[config.mk]
export PLATFORM = sky130hd
export DESIGN_NAME = apb_master_arbiter_flat
export DESIGN_NICKNAME = d
export VERILOG_FILES = /design/src/rtl/apb_master_arbiter_pkg.sv /design/src/rtl/apb_master_arbiter_if.sv /design/src/rtl/apb_master_arbiter_rr_arbiter.sv /design/src/rtl/apb_master_arbiter.sv /design/src/flat_wrapper.sv
export SDC_FILE = /design/constraint.sdc
export NUM_CORES = 1
export LEC_CHECK = 0
export BUFFER_PORTS_ARGS = -buffer_cell sky130_fd_sc_hd__buf_2
export CAP_MARGIN = 30
export CORE_MARGIN = 2
export CORE_UTILIZATION = 30
export DETAILED_ROUTE_END_ITERATION = 8
export HOLD_SLACK_MARGIN = 0.05
export PLACE_DENSITY = 0.65
export SYNTH_ARGS = -nofsm -noshare
export SYNTH_HDL_FRONTEND = slang
export SYNTH_SLANG_ARGS = --single-unit
[constraint.sdc]
create_clock -name SYSCLK -period 2 [get_ports SYSCLK]
set_clock_uncertainty 0.15 [all_clocks]
set_input_delay 0.3 -clock SYSCLK [delete_from_list [all_inputs] [get_ports SYSCLK]]
set_output_delay 0.3 -clock SYSCLK [all_outputs]
set_load 0.05 [all_outputs]
[src/rtl/apb_master_arbiter_pkg.sv]
// ---------------------------------------------------------------------------
// apb_arb_pkg
// Shared types and helpers for the APB master arbiter slice.
//   state_t          : APB transfer phase (IDLE / SETUP / ACCESS)
//   STATE_W          : width of the state encoding
//   TIMEOUT_CYC_DEF  : default ACCESS wait-state limit (timeout build only)
//   log2_min1()      : index/counter width helper, never returns less than 1
// ---------------------------------------------------------------------------
package apb_arb_pkg;

  localparam int STATE_W         = 2;
  localparam int TIMEOUT_CYC_DEF = 16;

  typedef enum logic [STATE_W-1:0] {
    ST_IDLE   = 2'd0,
    ST_SETUP  = 2'd1,
    ST_ACCESS = 2'd2
  } state_t;

  // A 1-entry pointer or counter still needs one flop to exist.
  function automatic int log2_min1(input int n);
    int r;
    r = (n <= 1) ? 1 : $clog2(n);
    return r;
  endfunction

endpackage

[src/rtl/apb_master_arbiter_if.sv]
// ---------------------------------------------------------------------------
// apb_master_arbiter_if
// APB bus bundle between the arbiter (master) and the slave.
//   PSEL, PENABLE, PWRITE, PADDR[AW], PWDATA[DW] : driven by the master
//   PRDATA[DW], PREADY, PSLVERR                  : driven by the slave
// ---------------------------------------------------------------------------
interface apb_master_arbiter_if #(
  parameter int AW = 8,
  parameter int DW = 8
);
  logic          PSEL;
  logic          PENABLE;
  logic          PWRITE;
  logic [AW-1:0] PADDR;
  logic [DW-1:0] PWDATA;
  logic [DW-1:0] PRDATA;
  logic          PREADY;
  logic          PSLVERR;

  modport master (
    output PSEL, PENABLE, PWRITE, PADDR, PWDATA,
    input  PRDATA, PREADY, PSLVERR
  );

  modport slave (
    input  PSEL, PENABLE, PWRITE, PADDR, PWDATA,
    output PRDATA, PREADY, PSLVERR
  );
endinterface

[src/rtl/apb_master_arbiter_rr_arbiter.sv]
// ---------------------------------------------------------------------------
// rr_arbiter
// Purely combinational round-robin pick: the first set request bit at or
// after 'ptr', wrapping modulo NREQ.
//   req[NREQ]       : pending requests (already masked by the caller)
//   ptr[PW]         : search start position
//   grant[NREQ]     : one-hot grant, zero when nothing is requested
//   grant_idx[PW]   : index of the granted bit
//   grant_valid     : a grant was found
// ---------------------------------------------------------------------------
module rr_arbiter
  import apb_arb_pkg::*;
#(
  parameter int NREQ = 2,
  localparam int PW  = log2_min1(NREQ)
) (
  input  logic [NREQ-1:0] req,
  input  logic [PW-1:0]   ptr,
  output logic [NREQ-1:0] grant,
  output logic [PW-1:0]   grant_idx,
  output logic            grant_valid
);

  logic [PW-1:0] idx;

  // Walk the requesters starting at the pointer; the first hit wins.
  always_comb begin
    grant       = '0;
    grant_idx   = '0;
    grant_valid = 1'b0;
    idx         = '0;
    for (int off = 0; off < NREQ; off++) begin
      idx = PW'((int'(ptr) + off) % NREQ);
      if (!grant_valid && req[idx]) begin
        grant_valid = 1'b1;
        grant[idx]  = 1'b1;
        grant_idx   = idx;
      end
    end
  end

endmodule

[src/rtl/apb_master_arbiter.sv]
// ---------------------------------------------------------------------------
// apb_master_arbiter
// Shares one APB master port between NREQ requesters (round-robin) and
// sequences IDLE -> SETUP -> ACCESS for each transfer.
//   SYSCLK, PRESETN          : clock, async active-low reset
//   REQ, REQ_WRITE[NREQ]     : per-requester pending flag and direction
//   REQ_ADDR[NREQ*AW]        : per-requester address, slice i = [i*AW +: AW]
//   REQ_WDATA[NREQ*DW]       : per-requester write data
//   DONE[NREQ]               : one-cycle completion pulse (one-hot)
//   RDATA[DW], ERR           : result of the last completed transfer
//   apb (master modport)     : APB bus
// Optional build macro APB_TIMEOUT_EN: aborts an ACCESS phase after
// TIMEOUT_CYC consecutive wait states, completing it with ERR=1, RDATA=0.
// ---------------------------------------------------------------------------
module apb_master_arbiter
  import apb_arb_pkg::*;
#(
  parameter int NREQ        = 2,
  parameter int AW          = 8,
  parameter int DW          = 8,
  parameter int TIMEOUT_CYC = TIMEOUT_CYC_DEF
) (
  input  logic               SYSCLK,
  input  logic               PRESETN,
  input  logic [NREQ-1:0]    REQ,
  input  logic [NREQ-1:0]    REQ_WRITE,
  input  logic [NREQ*AW-1:0] REQ_ADDR,
  input  logic [NREQ*DW-1:0] REQ_WDATA,
  output logic [NREQ-1:0]    DONE,
  output logic [DW-1:0]      RDATA,
  output logic               ERR,
  apb_master_arbiter_if.master apb
);

  localparam int PW = log2_min1(NREQ);

  state_t          state_q, state_d;
  logic [PW-1:0]   rr_ptr_q;
  logic [PW-1:0]   gnt_idx_q;
  logic [NREQ-1:0] gnt_oh_q;
  logic [AW-1:0]   paddr_q;
  logic [DW-1:0]   pwdata_q;
  logic            pwrite_q;

  logic [NREQ-1:0] arb_req, arb_grant;
  logic [PW-1:0]   arb_ptr, arb_idx;
  logic            arb_valid;
  logic            complete, abort, finish, load;

  logic [AW-1:0]   addr_arr  [NREQ];
  logic [DW-1:0]   wdata_arr [NREQ];

  for (genvar i = 0; i < NREQ; i++) begin : g_unpack
    assign addr_arr[i]  = REQ_ADDR[i*AW +: AW];
    assign wdata_arr[i] = REQ_WDATA[i*DW +: DW];
  end

  function automatic logic [PW-1:0] next_ptr(input logic [PW-1:0] g);
    if (int'(g) >= NREQ - 1) next_ptr = '0;
    else                     next_ptr = g + PW'(1);
  endfunction

  // During ACCESS we arbitrate for the back-to-back case as if the pointer
  // had already advanced past the current owner, and the owner itself is
  // excluded. A requester still holding REQ in its own DONE cycle is also
  // masked so it cannot be re-granted for a transfer it just finished.
  assign arb_ptr = (state_q == ST_ACCESS) ? next_ptr(gnt_idx_q) : rr_ptr_q;
  assign arb_req = REQ & ~DONE & ((state_q == ST_ACCESS) ? ~gnt_oh_q : '1);

  rr_arbiter #(.NREQ(NREQ)) u_rr (
    .req         (arb_req),
    .ptr         (arb_ptr),
    .grant       (arb_grant),
    .grant_idx   (arb_idx),
    .grant_valid (arb_valid)
  );

  assign complete = (state_q == ST_ACCESS) && apb.PREADY;
  assign finish   = complete || abort;
  assign load     = (state_d == ST_SETUP);

`ifdef APB_TIMEOUT_EN
  localparam int CW = log2_min1(TIMEOUT_CYC + 1);
  logic [CW-1:0] tcnt_q;

  // The cycle that would be the TIMEOUT_CYC-th consecutive wait state aborts.
  assign abort = (state_q == ST_ACCESS) && !apb.PREADY &&
                 (tcnt_q == CW'(TIMEOUT_CYC - 1));

  always_ff @(posedge SYSCLK or negedge PRESETN) begin
    if (!PRESETN)                                    tcnt_q <= '0;
    else if (load)                                   tcnt_q <= '0;
    else if ((state_q == ST_ACCESS) && !apb.PREADY)  tcnt_q <= tcnt_q + CW'(1);
  end
`else
  assign abort = 1'b0;
`endif

  always_ff @(posedge SYSCLK or negedge PRESETN) begin
    if (!PRESETN) state_q <= ST_IDLE;
    else          state_q <= state_d;
  end

  always_comb begin
    state_d = state_q;
    case (state_q)
      ST_IDLE:   if (arb_valid) state_d = ST_SETUP;
      ST_SETUP:  state_d = ST_ACCESS;
      ST_ACCESS: begin
        if (complete)   state_d = arb_valid ? ST_SETUP : ST_IDLE;
        else if (abort) state_d = ST_IDLE;
      end
      default:   state_d = ST_IDLE;
    endcase
  end

  // PSEL/PENABLE decode straight from the state flop so an async reset
  // drops them in the same cycle.
  always_comb begin
    apb.PSEL    = (state_q != ST_IDLE);
    apb.PENABLE = (state_q == ST_ACCESS);
    apb.PWRITE  = pwrite_q;
    apb.PADDR   = paddr_q;
    apb.PWDATA  = pwdata_q;
  end

  // Fields are captured only at grant; completion results are held until
  // the next completion.
  always_ff @(posedge SYSCLK or negedge PRESETN) begin
    if (!PRESETN) begin
      rr_ptr_q  <= '0;
      gnt_idx_q <= '0;
      gnt_oh_q  <= '0;
      paddr_q   <= '0;
      pwdata_q  <= '0;
      pwrite_q  <= 1'b0;
      DONE      <= '0;
      RDATA     <= '0;
      ERR       <= 1'b0;
    end else begin
      DONE <= '0;
      if (finish) begin
        rr_ptr_q <= next_ptr(gnt_idx_q);
        DONE     <= gnt_oh_q;
        RDATA    <= (abort || pwrite_q) ? '0 : apb.PRDATA;
        ERR      <= abort ? 1'b1 : apb.PSLVERR;
      end
      if (load) begin
        gnt_idx_q <= arb_idx;
        gnt_oh_q  <= arb_grant;
        paddr_q   <= addr_arr[arb_idx];
        pwdata_q  <= wdata_arr[arb_idx];
        pwrite_q  <= REQ_WRITE[arb_idx];
      end
    end
  end

endmodule

[src/flat_wrapper.sv]
// flat-port wrapper written by rule: the top's interface ports become plain ports
module apb_master_arbiter_flat import apb_arb_pkg::*;
#(
  parameter int NREQ        = 2,
  parameter int AW          = 8,
  parameter int DW          = 8,
  parameter int TIMEOUT_CYC = TIMEOUT_CYC_DEF
)
  (SYSCLK, PRESETN, REQ, REQ_WRITE, REQ_ADDR, REQ_WDATA, DONE, RDATA, ERR, apb_PSEL, apb_PENABLE, apb_PWRITE, apb_PADDR, apb_PWDATA, apb_PRDATA, apb_PREADY, apb_PSLVERR);
  apb_master_arbiter_if #(.AW(AW), .DW(DW)) apb_i ();
  input  logic SYSCLK;
  input  logic PRESETN;
  input  logic [NREQ-1:0] REQ;
  input  logic [NREQ-1:0] REQ_WRITE;
  input  logic [NREQ*AW-1:0] REQ_ADDR;
  input  logic [NREQ*DW-1:0] REQ_WDATA;
  output logic [NREQ-1:0] DONE;
  output logic [DW-1:0] RDATA;
  output logic ERR;
  output wire logic [$bits(apb_i.PSEL)-1:0] apb_PSEL;
  output wire logic [$bits(apb_i.PENABLE)-1:0] apb_PENABLE;
  output wire logic [$bits(apb_i.PWRITE)-1:0] apb_PWRITE;
  output wire logic [$bits(apb_i.PADDR)-1:0] apb_PADDR;
  output wire logic [$bits(apb_i.PWDATA)-1:0] apb_PWDATA;
  input wire logic [$bits(apb_i.PRDATA)-1:0] apb_PRDATA;
  input wire logic [$bits(apb_i.PREADY)-1:0] apb_PREADY;
  input wire logic [$bits(apb_i.PSLVERR)-1:0] apb_PSLVERR;
  assign apb_PSEL = apb_i.PSEL;
  assign apb_PENABLE = apb_i.PENABLE;
  assign apb_PWRITE = apb_i.PWRITE;
  assign apb_PADDR = apb_i.PADDR;
  assign apb_PWDATA = apb_i.PWDATA;
  assign apb_i.PRDATA = apb_PRDATA;
  assign apb_i.PREADY = apb_PREADY;
  assign apb_i.PSLVERR = apb_PSLVERR;
  apb_master_arbiter #(.NREQ(NREQ), .AW(AW), .DW(DW), .TIMEOUT_CYC(TIMEOUT_CYC)) u_core (.SYSCLK(SYSCLK), .PRESETN(PRESETN), .REQ(REQ), .REQ_WRITE(REQ_WRITE), .REQ_ADDR(REQ_ADDR), .REQ_WDATA(REQ_WDATA), .DONE(DONE), .RDATA(RDATA), .ERR(ERR), .apb(apb_i));
endmodule
==> flow_metrics.env <==
export IMPL_outcome="finished clean"
export IMPL_ff2ff_path_depth=5
export IMPL_r2r_end="u_core.apb.PWDATA[5]"
export IMPL_area_growth_pct=32.4
export IMPL_ant_nets=0
export IMPL_core_area_sq_mm=0.00592
export IMPL_dieArea_sq_mm=0.00677
export IMPL_seq_area_sq_um=851
export IMPL_place_congestion=0.784
export IMPL_hold_violations=0
export IMPL_maxCapViolCount=0
export IMPL_peakVddDrop_mv=0.757
export IMPL_rr_startpoint="u_core.DONE[1]"
export IMPL_slew_viol_final=0
export IMPL_syn_cell_area_sq_mm=0.00184
export IMPL_die_y_microns=82.3
export IMPL_drive_gt1_frac=0.380
export IMPL_place_ws_ns=0.282
export IMPL_synth_seq_cells=34
export IMPL_end_kind="output port"
export IMPL_synth_area_leader_cell="dfrtp_1"
export IMPL_fillCellCount=574
export IMPL_crit_path_start_kind="register"
export IMPL_critPathRequiredTime_ns=1.55
export IMPL_cts_tree="yes"
export IMPL_rsz0062_at_grt="no"
export IMPL_layout_nets=319
export IMPL_ys_top_cells_by_area="dfrtp_1, a2bb2oi_1, o2111ai_1"
export IMPL_io_pin_count=78
export IMPL_ys_warn_count=0
export IMPL_dp_hpwl_microns=3840
export IMPL_antenna_found_initial=0
export IMPL_holdWs_ns=0.0945
export IMPL_antenna_cells=0
export IMPL_die_w_microns=82.3
export IMPL_hp_start="apb_PSLVERR"
export IMPL_cts_htree_levels=2
export IMPL_cts_root_buf="clkbuf_8"
export IMPL_whs_path_depth=2
export IMPL_grt_use_total=0.168
export IMPL_hold_end="u_core.ERR"
export IMPL_clockBufferDepth=2
export IMPL_worst_path_max_fanout=7
export IMPL_power_density_mw_per_mm2=1910
export IMPL_cp_arrival_ns=1.40
export IMPL_syn_num_nets=240
export IMPL_drt_iter0_drc=98
export IMPL_grt_overflow=0
export IMPL_dr_pass1_iters=4
export IMPL_relSlewSlack=0.476
export IMPL_setup_viol=0
export IMPL_leakage_nw=1.15
export IMPL_tightest_slew_ns=0.787
export IMPL_syn_inst=192
export IMPL_initial_utilization=0.311
export IMPL_fmax_mhz=539
export IMPL_yosysSeqAreaShare=0.463
export IMPL_cts_num_sinks=34
export IMPL_first_global_vias=1721
export IMPL_num_vias=1791
export IMPL_cts_buffers=5
export IMPL_num_rows=28
export IMPL_worstSkewPairLatency_ns=0.29
export IMPL_setup_slack_ns=0.146
export IMPL_via_per_inst=5.18
export IMPL_syn_avg_cell_area_sq_um=9.58
export IMPL_r2r_slack_ns=0.31
export IMPL_final_cell_mix="buf_2, dfrtp_1, nand2_1"
export IMPL_synth_top_area_frac=0.463
export IMPL_setup_tns_final_ns=0
export IMPL_post_cts_resize_count=0
export IMPL_period_minus_slack_ns=1.85
export IMPL_yosys_cell_types_count=24
export IMPL_cts_reportedPaths_clkPinSlew_ns=0.07
export IMPL_drc=0
export IMPL_multi_input_area_sq_um=862
export IMPL_routed_wl_microns=5410
export IMPL_worst_hold_path_type="in2reg"
export IMPL_grt_max_degree=35
export IMPL_critPathKind="reg2out"
export IMPL_io_buffers=77
export IMPL_grt_first_pass_wirelength_microns=8490
export IMPL_layout_commonest_cell="buf_2"
export IMPL_wl_per_cell_microns=15.6
export IMPL_utilization=0.411
export IMPL_fin_crit_sh=0.927
## final cells by class
class | count | share of cell area
well taps | 75 | 0.0385
clock inverters | 1 | 0.0123
inverters | 3 | 0.00462
flip-flops and latches | 34 | 0.349
multi-input cells | 136 | 0.354
repair buffers | 91 | 0.207
clock buffers | 6 | 0.0339
## synthesized netlist by cell type, drive strengths merged
| library cell | instances |
|---|---|
| nand3b | 1 |
| o2111ai | 17 |
| mux2 | 1 |
| inv | 3 |
| a21oi | 21 |
| buf | 10 |
| a31oi | 17 |
| dfrtp | 34 |
| or2 | 1 |
| clkbuf | 9 |
| nand2b | 9 |
| nor2b | 3 |
| o21ai | 11 |
| nand4bb | 1 |
| and3 | 2 |
| nand2 | 31 |
| a2bb2oi | 17 |
| o21a | 1 |
| a22o | 3 |
## logic make-up (layout without fill, tap and decap cells)
family	after synthesis	in the layout	share of synthesized area
muxes	1	1	0.00612
DFF	34	34	0.463
and+or+nand+nor	48	48	0.135
buffers and inverters	22	101	0.0707
AOI/OAI and AO/OA	87	87	0.325
## layer usage
metal	vias up	track usage	share of wire
met3	9	0.0402	0.088
met1	822	0.226	0.45
met2	79	0.260	0.44
met5	-	0	0
met4	0	0.0700	0.019
li1	881	-	-
## per-stage QoR
stage	std cells	total power [mW]	cell area (sq um)
after global routing	346	4.95	2440
after global placement	338	3.98	2310
after CTS	346	4.68	2440
after detailed placement	338	4.02	2310
final	346	4.65	2440
after floorplan	192	3.38	1840
## sequential cells by signal, summed over array words and instances (netlist names)
| signal | flops |
|---|---|
| u_core.gnt_idx_q | 1 |
| u_core.state_q | 2 |
| u_core.gnt_oh_q | 2 |
| u_core.ERR | 1 |
| u_core.apb.PADDR | 8 |
| u_core.DONE | 2 |
| u_core.rr_ptr_q | 1 |
| u_core.apb.PWDATA | 8 |
| u_core.apb.PWRITE | 1 |
| u_core.RDATA | 8 |
## where the power goes
part	internal (mW)	switching, mW	total, mW
Sequential	1.01	0.236	1.25
Combinational	0.869	1.88	2.75
Clock	0.399	0.256	0.655
## worst max-delay path: stages (launching register included)
cell and delay, ns:
dfrtp_1 0.48, nor2b_1 0.21, buf_4 0.16, buf_2 0.26
## timing repair
action / in CTS / in global routing
hold buffers: 1 / 0
endpoints found under the hold margin: 34 / 0
setup buffers: 0 / 0
## worst max-delay path by stage
stage,startpoint,to,slack [ns],cells after the start
floorplan,u_core.DONE[1],u_core.apb.PADDR[0],0.10,7
global placement,REQ[1],u_core.apb.PWRITE,0.29,6
detailed placement,REQ[1],u_core.apb.PWDATA[3],0.28,6
CTS,u_core.state_q[1],apb_PENABLE,0.13,3
global route,u_core.state_q[1],apb_PENABLE,0.02,3
finish,u_core.state_q[1],apb_PENABLE,0.15,3
(Power assumes the default switching activity.)
